===== config.mk =====
export PLATFORM = sky130hd
export DESIGN_NAME = ftq_queue
export DESIGN_NICKNAME = d
export VERILOG_FILES = /design/src/rtl/ftq_queue.sv
export SDC_FILE = /design/constraint.sdc
export NUM_CORES = 1
export LEC_CHECK = 0
export BUFFER_PORTS_ARGS = -buffer_cell sky130_fd_sc_hd__buf_2
export CAP_MARGIN = 40
export CORE_UTILIZATION = 53
export CTS_BUF_LIST = sky130_fd_sc_hd__clkbuf_16
export CTS_CLUSTER_DIAMETER = 150
export CTS_CLUSTER_SIZE = 12
export DETAILED_ROUTE_END_ITERATION = 12
export PLACE_DENSITY = 0.83
export RECOVER_POWER = 50
export SLEW_MARGIN = 25
export SYNTH_ARGS = -nofsm -noshare
export SYNTH_HDL_FRONTEND = slang
export SYNTH_SLANG_ARGS = --single-unit

===== constraint.sdc =====
create_clock -name clk -period 9.7 [get_ports clk]
set_input_delay 2.91 -clock clk [delete_from_list [all_inputs] [get_ports clk]]
set_output_delay 2.91 -clock clk [all_outputs]
set_load 0.02 [all_outputs]

===== src/rtl/ftq_queue.sv =====
// ftq_queue: parametrised fetch target queue between the BPU and the IFU.
// The BPU enqueues fetch blocks in order, the IFU takes them in order, and the
// backend retires them on commit. A redirect drops every entry younger than
// the mispredicted one.
// Optional build macro: FTQ_PERF_COUNTER_EN enables the two saturating
// performance counters. When it is not defined, both ports read 0.
module ftq_queue #(
    parameter int unsigned DEPTH         = 8,
    parameter int unsigned PAYLOAD_WIDTH = 64,
    parameter int unsigned COMMIT_WIDTH  = 2,
    localparam int unsigned IDW          = $clog2(DEPTH),
    localparam int unsigned CNW          = $clog2(COMMIT_WIDTH + 1)
) (
    input  logic                     clk,
    input  logic                     rst,
    input  logic                     bpu_valid,
    input  logic [PAYLOAD_WIDTH-1:0] bpu_payload,
    output logic                     bpu_ready,
    output logic [IDW-1:0]           bpu_id,
    output logic                     ifu_valid,
    output logic [PAYLOAD_WIDTH-1:0] ifu_payload,
    output logic [IDW-1:0]           ifu_id,
    input  logic                     ifu_ready,
    input  logic [CNW-1:0]           commit_num,
    input  logic                     redirect_valid,
    input  logic [IDW-1:0]           redirect_id,
    output logic [IDW:0]             count,
    output logic [31:0]              perf_full_cycles,
    output logic [31:0]              perf_redirects
);

    // Pointers carry one extra wrap bit so that full and empty are distinct.
    logic [IDW:0]             bpu_ptr_q, bpu_ptr_d;
    logic [IDW:0]             ifu_ptr_q, ifu_ptr_d;
    logic [IDW:0]             comm_ptr_q, comm_ptr_d;
    logic [PAYLOAD_WIDTH-1:0] mem_q [DEPTH];

    logic                     full;
    logic                     enq_fire;
    logic                     iss_fire;
    logic [IDW-1:0]           redir_off;
    logic [IDW:0]             redir_ptr;

    assign count       = bpu_ptr_q - comm_ptr_q;
    assign full        = (count == (IDW + 1)'(DEPTH));
    assign bpu_ready   = !full && !redirect_valid;
    assign ifu_valid   = (ifu_ptr_q != bpu_ptr_q) && !redirect_valid;
    assign bpu_id      = bpu_ptr_q[IDW-1:0];
    assign ifu_id      = ifu_ptr_q[IDW-1:0];
    assign ifu_payload = mem_q[ifu_ptr_q[IDW-1:0]];

    assign enq_fire    = bpu_valid && bpu_ready;
    assign iss_fire    = ifu_valid && ifu_ready;

    // The redirect target is found as a distance from the oldest live entry.
    // That distance is then added to the full-width comm_ptr so that the
    // wrap bit stays consistent.
    assign redir_off   = redirect_id - comm_ptr_q[IDW-1:0];
    assign redir_ptr   = comm_ptr_q + {1'b0, redir_off} + (IDW + 1)'(1);

    // Next-state pointer arithmetic. A redirect overrides enqueue and issue,
    // but commit still applies in the same cycle.
    always_comb begin
        bpu_ptr_d  = bpu_ptr_q;
        ifu_ptr_d  = ifu_ptr_q;
        comm_ptr_d = comm_ptr_q + (IDW + 1)'(commit_num);
        if (redirect_valid) begin
            bpu_ptr_d = redir_ptr;
            ifu_ptr_d = redir_ptr;
        end else begin
            if (enq_fire) begin
                bpu_ptr_d = bpu_ptr_q + (IDW + 1)'(1);
            end
            if (iss_fire) begin
                ifu_ptr_d = ifu_ptr_q + (IDW + 1)'(1);
            end
        end
    end

    // Pointer registers, cleared by synchronous reset.
    always_ff @(posedge clk) begin
        if (rst) begin
            bpu_ptr_q  <= '0;
            ifu_ptr_q  <= '0;
            comm_ptr_q <= '0;
        end else begin
            bpu_ptr_q  <= bpu_ptr_d;
            ifu_ptr_q  <= ifu_ptr_d;
            comm_ptr_q <= comm_ptr_d;
        end
    end

    // Payload storage. It is not reset, and it is written only on an accepted enqueue.
    always_ff @(posedge clk) begin
        if (enq_fire && !rst) begin
            mem_q[bpu_ptr_q[IDW-1:0]] <= bpu_payload;
        end
    end

`ifdef FTQ_PERF_COUNTER_EN
    logic [31:0] perf_full_q, perf_full_d;
    logic [31:0] perf_redir_q, perf_redir_d;

    // Saturating event counters.
    always_comb begin
        perf_full_d  = perf_full_q;
        perf_redir_d = perf_redir_q;
        if (bpu_valid && full && (perf_full_q != '1)) begin
            perf_full_d = perf_full_q + 32'd1;
        end
        if (redirect_valid && (perf_redir_q != '1)) begin
            perf_redir_d = perf_redir_q + 32'd1;
        end
    end

    // Counter registers, cleared by synchronous reset.
    always_ff @(posedge clk) begin
        if (rst) begin
            perf_full_q  <= '0;
            perf_redir_q <= '0;
        end else begin
            perf_full_q  <= perf_full_d;
            perf_redir_q <= perf_redir_d;
        end
    end

    assign perf_full_cycles = perf_full_q;
    assign perf_redirects   = perf_redir_q;
`else
    assign perf_full_cycles = '0;
    assign perf_redirects   = '0;
`endif

`ifndef SYNTHESIS
    // Protocol checks on the backend interface.
    a_commit_width : assert property (@(posedge clk) disable iff (rst)
        commit_num <= CNW'(COMMIT_WIDTH));
    a_commit_issued : assert property (@(posedge clk) disable iff (rst)
        (IDW + 1)'(commit_num) <= (ifu_ptr_q - comm_ptr_q));
    a_redirect_range : assert property (@(posedge clk) disable iff (rst)
        redirect_valid |-> ({1'b0, redir_off} < (ifu_ptr_q - comm_ptr_q)));
`endif

endmodule


# [Yosys cells after proc, flatten, opt, wreduce, memory -nomap -nowiden]
# Memory sizes are Yosys's and may differ from the RTL's. A register that Yosys moved wholly into a read port is not among the register bits.
# Cells that the tools add are included.
# Widths: inputs -> output; s select.
[op_classes] eq_ne=2 muxes=8 n_reduce_logical=10 n_addsub=7
[ops] cell="$mux 4" count=4
[ops] cell="$add 4x1->4 const B" count=3
[ops] cell="$mux 3" count=2
[ops] cell="$logic_and 1x1->1" count=5
[ops] cell="$add 4x2->4" count=1
[ops] cell="$add 4x3->4" count=1
[ops] cell="$eq 4x4->1 const B" count=1
[ops] cell="$ne 4x4->1" count=1
[ops] cell="$reduce_bool 2->1" count=2
[ops] cell="$sub 4x4->4" count=1
[ops] cell="$logic_not 1->1" count=3
[ops] cell="$sub 3x3->3" count=1
[ops] cell="$mux 1" count=2
[totals] in_bits=74 output_inout_bits=140 ff_bits=12 elab_cells=31 mem_bits_rw=512 memories=1
[mem_list] name="mem_q" depth=8 width=64 rd=1 rd_clocked_by_memory_dff=1 write_ports=1 line="36" source="logic [PAYLOAD_WIDTH-1:0] mem_q [DEPTH];"

# [Logic depth before layout (Yosys ltp)]
# Gate-level depths: netlist of the first run.
[depth] depth_word=8 mapped_depth=10 mapped_depth_nobuf=10

# [Worst setup path after synthesis of the first run]
# OpenSTA, ideal clock, no wires.
[synth_timing] path_kind="input to register" startpoint="input redirect_valid" endpoint="memory mem_q[0][0], enable pin" setup_time_ns=0.644 arrival_ns=9.549 path_slack_ns=-0.493 path_stages=3 n_path_buf=1 t_required_ns=9.056 path_cell_list="clkbuf_1 > a311o_4 > nor4_1"
[synth_between] elab_chain_len=6
[synth_lines] element="start, declared" line="25" source="input logic redirect_valid,"
[synth_lines] element="$logic_not 1->1" line="46" source="assign bpu_ready = !full && !redirect_valid;"
[synth_lines] element="$logic_and 1x1->1" line="46"
[synth_lines] element="$logic_and 1x1->1" line="52" source="assign enq_fire = bpu_valid && bpu_ready;"
[synth_lines] element="$logic_and 1x1->1" line="95" source="if (enq_fire && !rst) begin"
[synth_lines] element="$mux 1" line="95"
[synth_lines] element="$mux 1 (not written as such)" line="96" source="mem_q[bpu_ptr_q[IDW-1:0]] <= bpu_payload;"
[synth_lines] element="end, declared" line="36"
# No other way between the ends.

# [Worst setup path in the final report of the first run]
[layout_timing] startpoint="input redirect_valid" endpoint="output bpu_ready"
[layout_between] elab_chain_len=2
[layout_lines] element="$logic_not 1->1" line="46"
[layout_lines] element="$logic_and 1x1->1" line="46"
[layout_lines] element="end, declared" line="18" source="output logic bpu_ready,"
# No other way between the ends.

==> summary.txt, run 1 <==
Outcome
  • Result of the run: finished with violations
  • Violations in the final reports: capacitance limit, slew limit

Global route
  • Remaining global-route overflow: 0
  • First-pass GRT wire length: 59500 microns
  • Combined global-route utilization of all metal layers: 19.8%
  • Number of antenna violations at the first check in global routing: 1
  • Number of global-route vias before repair: 9969
  • Pin count of the biggest net entering global routing: 59

Placed design
  • Dpl hpwl: 21500 microns
  • Final GP Congestion: 0.782
  • Dpl cells: 1595
  • Worst slack at placement: 3.31 ns
  • Number of port buffers: 149

Detailed routing
  • Wire length the detailed router placed on met1: 15500 microns
  • Violation count after the first detailed-route iteration: 807
  • Top Metal Used: met4
  • DR vias/cell: 5.72
  • First-pass iteration count of the detailed router: 5
  • Routed vias: 9471
  • Total length of routed wires: 39300 microns
  • Wire length on met3: 2870 microns
  • Wire per inst: 23.7 microns
  • Count of antenna-violating nets left after detailed routing: 0
  • Final routed DRC violation total: 0
  • Routed length on met2: 20100 microns

Pwr
  • Pwr/cell area: 223 nW/um^2
  • Static leakage: 7.51 nW
  • Worst voltage drop across the vdd grid: 0.000151 V

STA
  • Final count of hold timing violations: 0
  • Final period demand of the worst path: 6.67 ns
  • Final setup fails: 0
  • Maximum clock rate: 150 MHz
  • Unrepaired setup endpoints after global routing: no
  • Post-layout worst setup margin: 3.03 ns
  • Max-slew headroom: -9.15%
  • Slew at the pin with the worst max-slew slack: 1.63 ns
  • Tcrit/Tclk final: 68.7%
  • Slew Viols, Final: 35
  • Post-route clock skew: 0.00917 ns

Critical path
  • Startpoint types: input pin
  • Class of the most critical setup path: in -> out
  • Worst Path Arrival: 3.76 ns
  • Worst-path maximum fanout: 20
  • Worst Path Required: 6.79 ns
  • Element type at the critical path end: primary output

Synthesis
  • Sequential fraction of the synthesis area: 75.1%
  • Syn Std Cell Area: 20900 sq um
  • Netlist cell types: 47
  • Synth Instances: 953
  • Average instance area after synthesis: 21.9 sq um
  • Number of enable flip-flop cells after synthesis: 512
  • Register bit total from synthesis: 527
  • Yosys Warn Count: 0
  • Share of synthesized registers carrying an async set or reset: 0%
  • Prevailing post-synth register cell: sky130_fd_sc_hd__edfxtp_1

Clocking
  • Maximum count of clock buffers along a single path: 3
  • Clock tree from TritonCTS: yes
  • H-tree depth reported by CTS: 2
  • Num CTS Buffers: 49
  • Clk Latency, worst-skew pair: 0.55 ns
  • Resized Gates After CTS: 0
  • Clock Pin Slew Worst Setup and Hold Paths: 0.06 ns
  • Post-CTS Setup Repair Bufs: 0
  • Clk sink count: 527
  • Number of buffers inserted for hold repair after clock tree synthesis: 0
  • Cell at the root of the clock tree: sky130_fd_sc_hd__clkbuf_16

Finish
  • Combined area of the multi-input logic cells: 4680 sq um
  • Filler instances: 2712
  • Share of cells above drive strength 1: 31.5%
  • Non-Filler Instances: 1657
  • Layout Area Growth over Synthesis: 11.8%
  • Final net count: 1219
  • Register area: 15700 sq um
  • Commonest non-fill, non-tap cell in the layout: sky130_fd_sc_hd__edfxtp_1
  • Highest-count cells in the layout ignoring fill and taps: 512 x sky130_fd_sc_hd__edfxtp_1, 128 x sky130_fd_sc_hd__mux4_2, 83 x sky130_fd_sc_hd__buf_2

Floorplan
  • Starting density of the core: 53.9%
  • Vertical die dimension: 200 microns
  • Core ar.: 38700 sq um
  • Number of top-level pins: 214
  • Number of placement rows: 72
  • DIE AREA: 40200 sq um
  • Die width: 200 microns

Run
  • Maximum capacitance violations: 2

Worst hold path
  • Hold WC Path Type: reg -> reg
==> cell type report <==
type | instances | share of cell area [%]
Tap cell | 518 | 2.78
Multi-Input combinational cell | 360 | 20.1
Antenna cell | 1 | 0.0107
Clock buffer | 50 | 5.36
Timing Repair Buffer | 174 | 4.03
Clock inverter | 9 | 0.198
Inverter | 18 | 0.290
Sequential cell | 527 | 67.2
==> Yosys cell counts (2+ instances only) <==
| master | count | area share [%] |
|---|---|---|
| sky130_fd_sc_hd__nand3_1 | 2 | 0.048 |
| sky130_fd_sc_hd__a21boi_0 | 2 | 0.072 |
| sky130_fd_sc_hd__buf_2 | 13 | 0.31 |
| sky130_fd_sc_hd__and4_1 | 3 | 0.13 |
| sky130_fd_sc_hd__a31oi_1 | 2 | 0.060 |
| sky130_fd_sc_hd__nor3_1 | 4 | 0.096 |
| sky130_fd_sc_hd__xnor2_1 | 4 | 0.17 |
| sky130_fd_sc_hd__a21oi_1 | 5 | 0.12 |
| sky130_fd_sc_hd__a211oi_1 | 4 | 0.14 |
| sky130_fd_sc_hd__nor2_1 | 9 | 0.16 |
| sky130_fd_sc_hd__dfxtp_1 | 15 | 1.4 |
| sky130_fd_sc_hd__nor4_1 | 9 | 0.27 |
| sky130_fd_sc_hd__or3_1 | 2 | 0.060 |
| sky130_fd_sc_hd__clkbuf_1 | 23 | 0.41 |
| sky130_fd_sc_hd__inv_1 | 18 | 0.32 |
| sky130_fd_sc_hd__xor2_1 | 9 | 0.38 |
| sky130_fd_sc_hd__edfxtp_1 | 512 | 74 |
| sky130_fd_sc_hd__nand3b_1 | 2 | 0.072 |
| sky130_fd_sc_hd__mux2_2 | 64 | 3.5 |
| sky130_fd_sc_hd__ha_1 | 11 | 0.66 |
| sky130_fd_sc_hd__mux4_2 | 128 | 14 |
| sky130_fd_sc_hd__nand2_1 | 11 | 0.20 |
| sky130_fd_sc_hd__buf_4 | 70 | 2.5 |
| sky130_fd_sc_hd__buf_1 | 4 | 0.072 |
| sky130_fd_sc_hd__fa_1 | 4 | 0.38 |
| sky130_fd_sc_hd__o31a_1 | 2 | 0.084 |
==> routing by layer <==
layer / track usage [%] / vias up
met2: 33.4 / 402
met1: 26.3 / 4875
met5: 0 / -
met3: 4.23 / 64
li1: - / 4130
met4: 5.59 / 0
==> registers in the layout, indices dropped and copies added, names as in the netlist, named ones only <==
name	flops
comm_ptr_q	4
bpu_ptr_q	4
mem_q	512
ifu_ptr_q	4
==> worst max-delay path: stages <==
cell and delay (ns):
sky130_fd_sc_hd__clkbuf_1 0.55, sky130_fd_sc_hd__a21oi_1 0.10, sky130_fd_sc_hd__buf_2 0.20
==> where the power goes <==
part | switching [mW] | internal [mW] | total [mW]
clock | 0.734 | 0.908 | 1.64
combinational | 0.516 | 0.406 | 0.922
sequential | 0.0692 | 2.57 | 2.64
==> metrics by stage <==
stage | total power, mW | hold slack (ns) | cell area [sq um] | TNS [ns] | utilization, %
after detailed placement | 3.61 | 0.569 | 22100 | 0 | 57.0
after global placement | 3.58 | 0.566 | 22000 | 0 | 56.8
final | 5.20 | 0.586 | 23300 | 0 | 60.2
after CTS | 5.25 | 0.587 | 23400 | 0 | 60.4
after global routing | 5.39 | 0.601 | 23300 | 0 | 60.2
after floorplan | 3.35 | 0.509 | 21100 | -215.85 | -
==> cells by family after synthesis <==
| group | Yosys count | synth area share [%] |
|---|---|---|
| compound gates | 28 | 1.05 |
| other cells | 1 | 0.0180 |
| buf+inv | 129 | 3.69 |
| xor+xnor | 13 | 0.546 |
| flops | 527 | 75.1 |
| fa+ha+maj | 15 | 1.04 |
| mux | 192 | 17.3 |
| simple gates | 48 | 1.23 |
==> worst paths after layout <==
path,startpoint,end,slack (ns),cells after the start
max,redirect_valid,bpu_ready,3.03,3
min,comm_ptr_q[3]$_SDFF_PP0_,comm_ptr_q[3]$_SDFF_PP0_,0.59,2
max reg2reg,bpu_ptr_q[1]$_SDFFE_PP0P_,mem_q[6][41]$_DFFE_PP_,4.76,7
min reg2reg,comm_ptr_q[3]$_SDFF_PP0_,comm_ptr_q[3]$_SDFF_PP0_,0.59,2
(Power assumes the default switching activity.)
==> run 2, diff against run 1 <==
CORE_UTILIZATION = 59   (was 53)
PLACE_DENSITY = 0.87   (was 0.83)
clock period = 6.3 ns   (was 9.7 ns; I/O delays follow)
==> summary.txt, run 2 (synthesized netlist as in run 1, its figures left out) <==
Outcome
  • Result of the run: finished with violations
  • Violations in the final reports: capacitance limit

STA
  • Slew Viols, Final: 0
  • Final period demand of the worst path: 4.77 ns
  • Tcrit/Tclk final: 75.7%
  • Post-route clock skew: 0.0140 ns
  • Maximum clock rate: 210 MHz
  • Fin Hold WS: 0.583 ns
  • Final setup fails: 0
  • Post-layout worst setup margin: 1.53 ns
  • Final count of hold timing violations: 0
  • Slew at the pin with the worst max-slew slack: 1.48 ns
  • Max-slew headroom: 0.724%
  • Unrepaired setup endpoints after global routing: no

Placed design
  • Final GP Congestion: 0.765
  • Dpl hpwl: 21800 microns
  • Worst slack at placement: 1.95 ns
  • Number of port buffers: 149
  • Placed inst area: 22100 sq um

Clocking
  • Clock Pin Slew Worst Setup and Hold Paths: 0.06 ns
  • Maximum count of clock buffers along a single path: 3
  • Clk sink count: 527
  • Resized Gates After CTS: 0
  • Clk Latency, worst-skew pair: 0.55 ns
  • Cell at the root of the clock tree: sky130_fd_sc_hd__clkbuf_16
  • Post-CTS Setup Repair Bufs: 0
  • Num CTS Buffers: 49
  • H-tree depth reported by CTS: 2
  • Clock tree from TritonCTS: yes
  • Number of buffers inserted for hold repair after clock tree synthesis: 0

Floorplan
  • Number of top-level pins: 214
  • Core ar.: 34600 sq um
  • Vertical die dimension: 190 microns
  • Die width: 190 microns
  • Number of placement rows: 68
  • DIE AREA: 36100 sq um
  • Starting density of the core: 60.2%

Detailed routing
  • First-pass iteration count of the detailed router: 5
  • Violation count after the first detailed-route iteration: 721
  • Final routed DRC violation total: 0
  • DR vias/cell: 6.02
  • Routed vias: 9576
  • Total length of routed wires: 39600 microns
  • Wire per inst: 24.9 microns
  • Count of antenna-violating nets left after detailed routing: 0

Critical path
  • Worst Path Required: 4.41 ns
  • Element type at the critical path end: primary output
  • Class of the most critical setup path: reg -> out
  • Start point of the critical path: bpu_ptr_q[1]$_SDFFE_PP0P_
  • Startpoint types: flop
  • Worst-path maximum fanout: 13
  • Worst Path Arrival: 2.88 ns
  • Startpoint of the lowest-slack register-to-register path: bpu_ptr_q[1]$_SDFFE_PP0P_

Finish
  • Layout Area Growth over Synthesis: 11.5%
  • Register area: 15700 sq um
  • Combined area of the multi-input logic cells: 4720 sq um
  • Share of cells above drive strength 1: 30.9%
  • Final core area utilization: 67.2%
  • Post-layout instance area: 23300 sq um
  • Filler instances: 2112
  • Highest-count cells in the layout ignoring fill and taps: 512 x sky130_fd_sc_hd__edfxtp_1, 128 x sky130_fd_sc_hd__mux4_2, 81 x sky130_fd_sc_hd__buf_2
  • Final net count: 1216
  • Commonest non-fill, non-tap cell in the layout: sky130_fd_sc_hd__edfxtp_1
  • Largest register FFs: 512

Global route
  • Remaining global-route overflow: 0
  • Combined global-route utilization of all metal layers: 22.5%
  • First-pass GRT wire length: 59200 microns
  • Number of antenna violations at the first check in global routing: 1
  • Pin count of the biggest net entering global routing: 65
  • Number of global-route vias before repair: 10100

Pwr
  • Worst voltage drop across the vdd grid: 0.000253 V
  • Pwr/cell area: 343 nW/um^2
  • Static leakage: 7.50 nW

Worst hold path
  • Hold WC Path Type: reg -> reg
  • Worst Min Path Start: ifu_ptr_q[1]$_SDFFE_PP0N_

Run
  • Maximum capacitance violations: 1
run 2: changes by cell type in the layout (fill, tap and decap cells not counted), sizes merged:
cell,delta
clkbuf,+2
clkinv,-1
buf,-6
inv,+3
run 2: layout make-up:
class	count	area share (%)
Multi-Input combinational cell	360	20.3
Timing Repair Buffer	171	4.08
Sequential cell	527	67.4
Clock buffer	49	5.27
Clock inverter	11	0.220
Tap cell	455	2.45
Inverter	18	0.290
Antenna cell	1	0.0108
run 2: worst paths after layout:
check                      endpoint  slack [ns]  cells after the start
max                       bpu_ready        1.53                      6
max reg2reg  mem_q[7][50]$_DFFE_PP_        2.00                      6
min reg2reg                    flop        0.58                      2
min                            flop        0.58                      2
run 2: worst max-delay path: stages (launching register included):
cell	delay, ns
sky130_fd_sc_hd__dfxtp_1	0.79
sky130_fd_sc_hd__ha_1	0.34
sky130_fd_sc_hd__and3b_1	0.17
sky130_fd_sc_hd__or3_1	0.49
sky130_fd_sc_hd__and2_1	0.23
sky130_fd_sc_hd__a21oi_1	0.13
sky130_fd_sc_hd__buf_2	0.18
run 2: report_power, final:
| part | internal (mW) | switching [mW] | leakage, nW |
|---|---|---|---|
| Sequential | 3.95 | 0.111 | 4.74 |
| Combinational | 0.622 | 0.794 | 2.10 |
| Clock | 1.37 | 1.14 | 0.661 |
| Total | 5.95 | 2.04 | 7.50 |
run 2: through the flow:
stage                     TNS (ns)  instances  power (mW)
after detailed placement         0       1529        5.56
after floorplan             -86.19       1016        5.17
after global routing             0       1591        8.26
final                            0       1592        7.99
after global placement           0       1526        5.52
after CTS                        0       1589        8.05
run 2: layer usage:
metal  wire [microns]  global-route usage [%]
met1            15600                    29.3
met2            20900                    38.8
met3             2380                    4.00
met4              856                    6.79
met5                0                       0
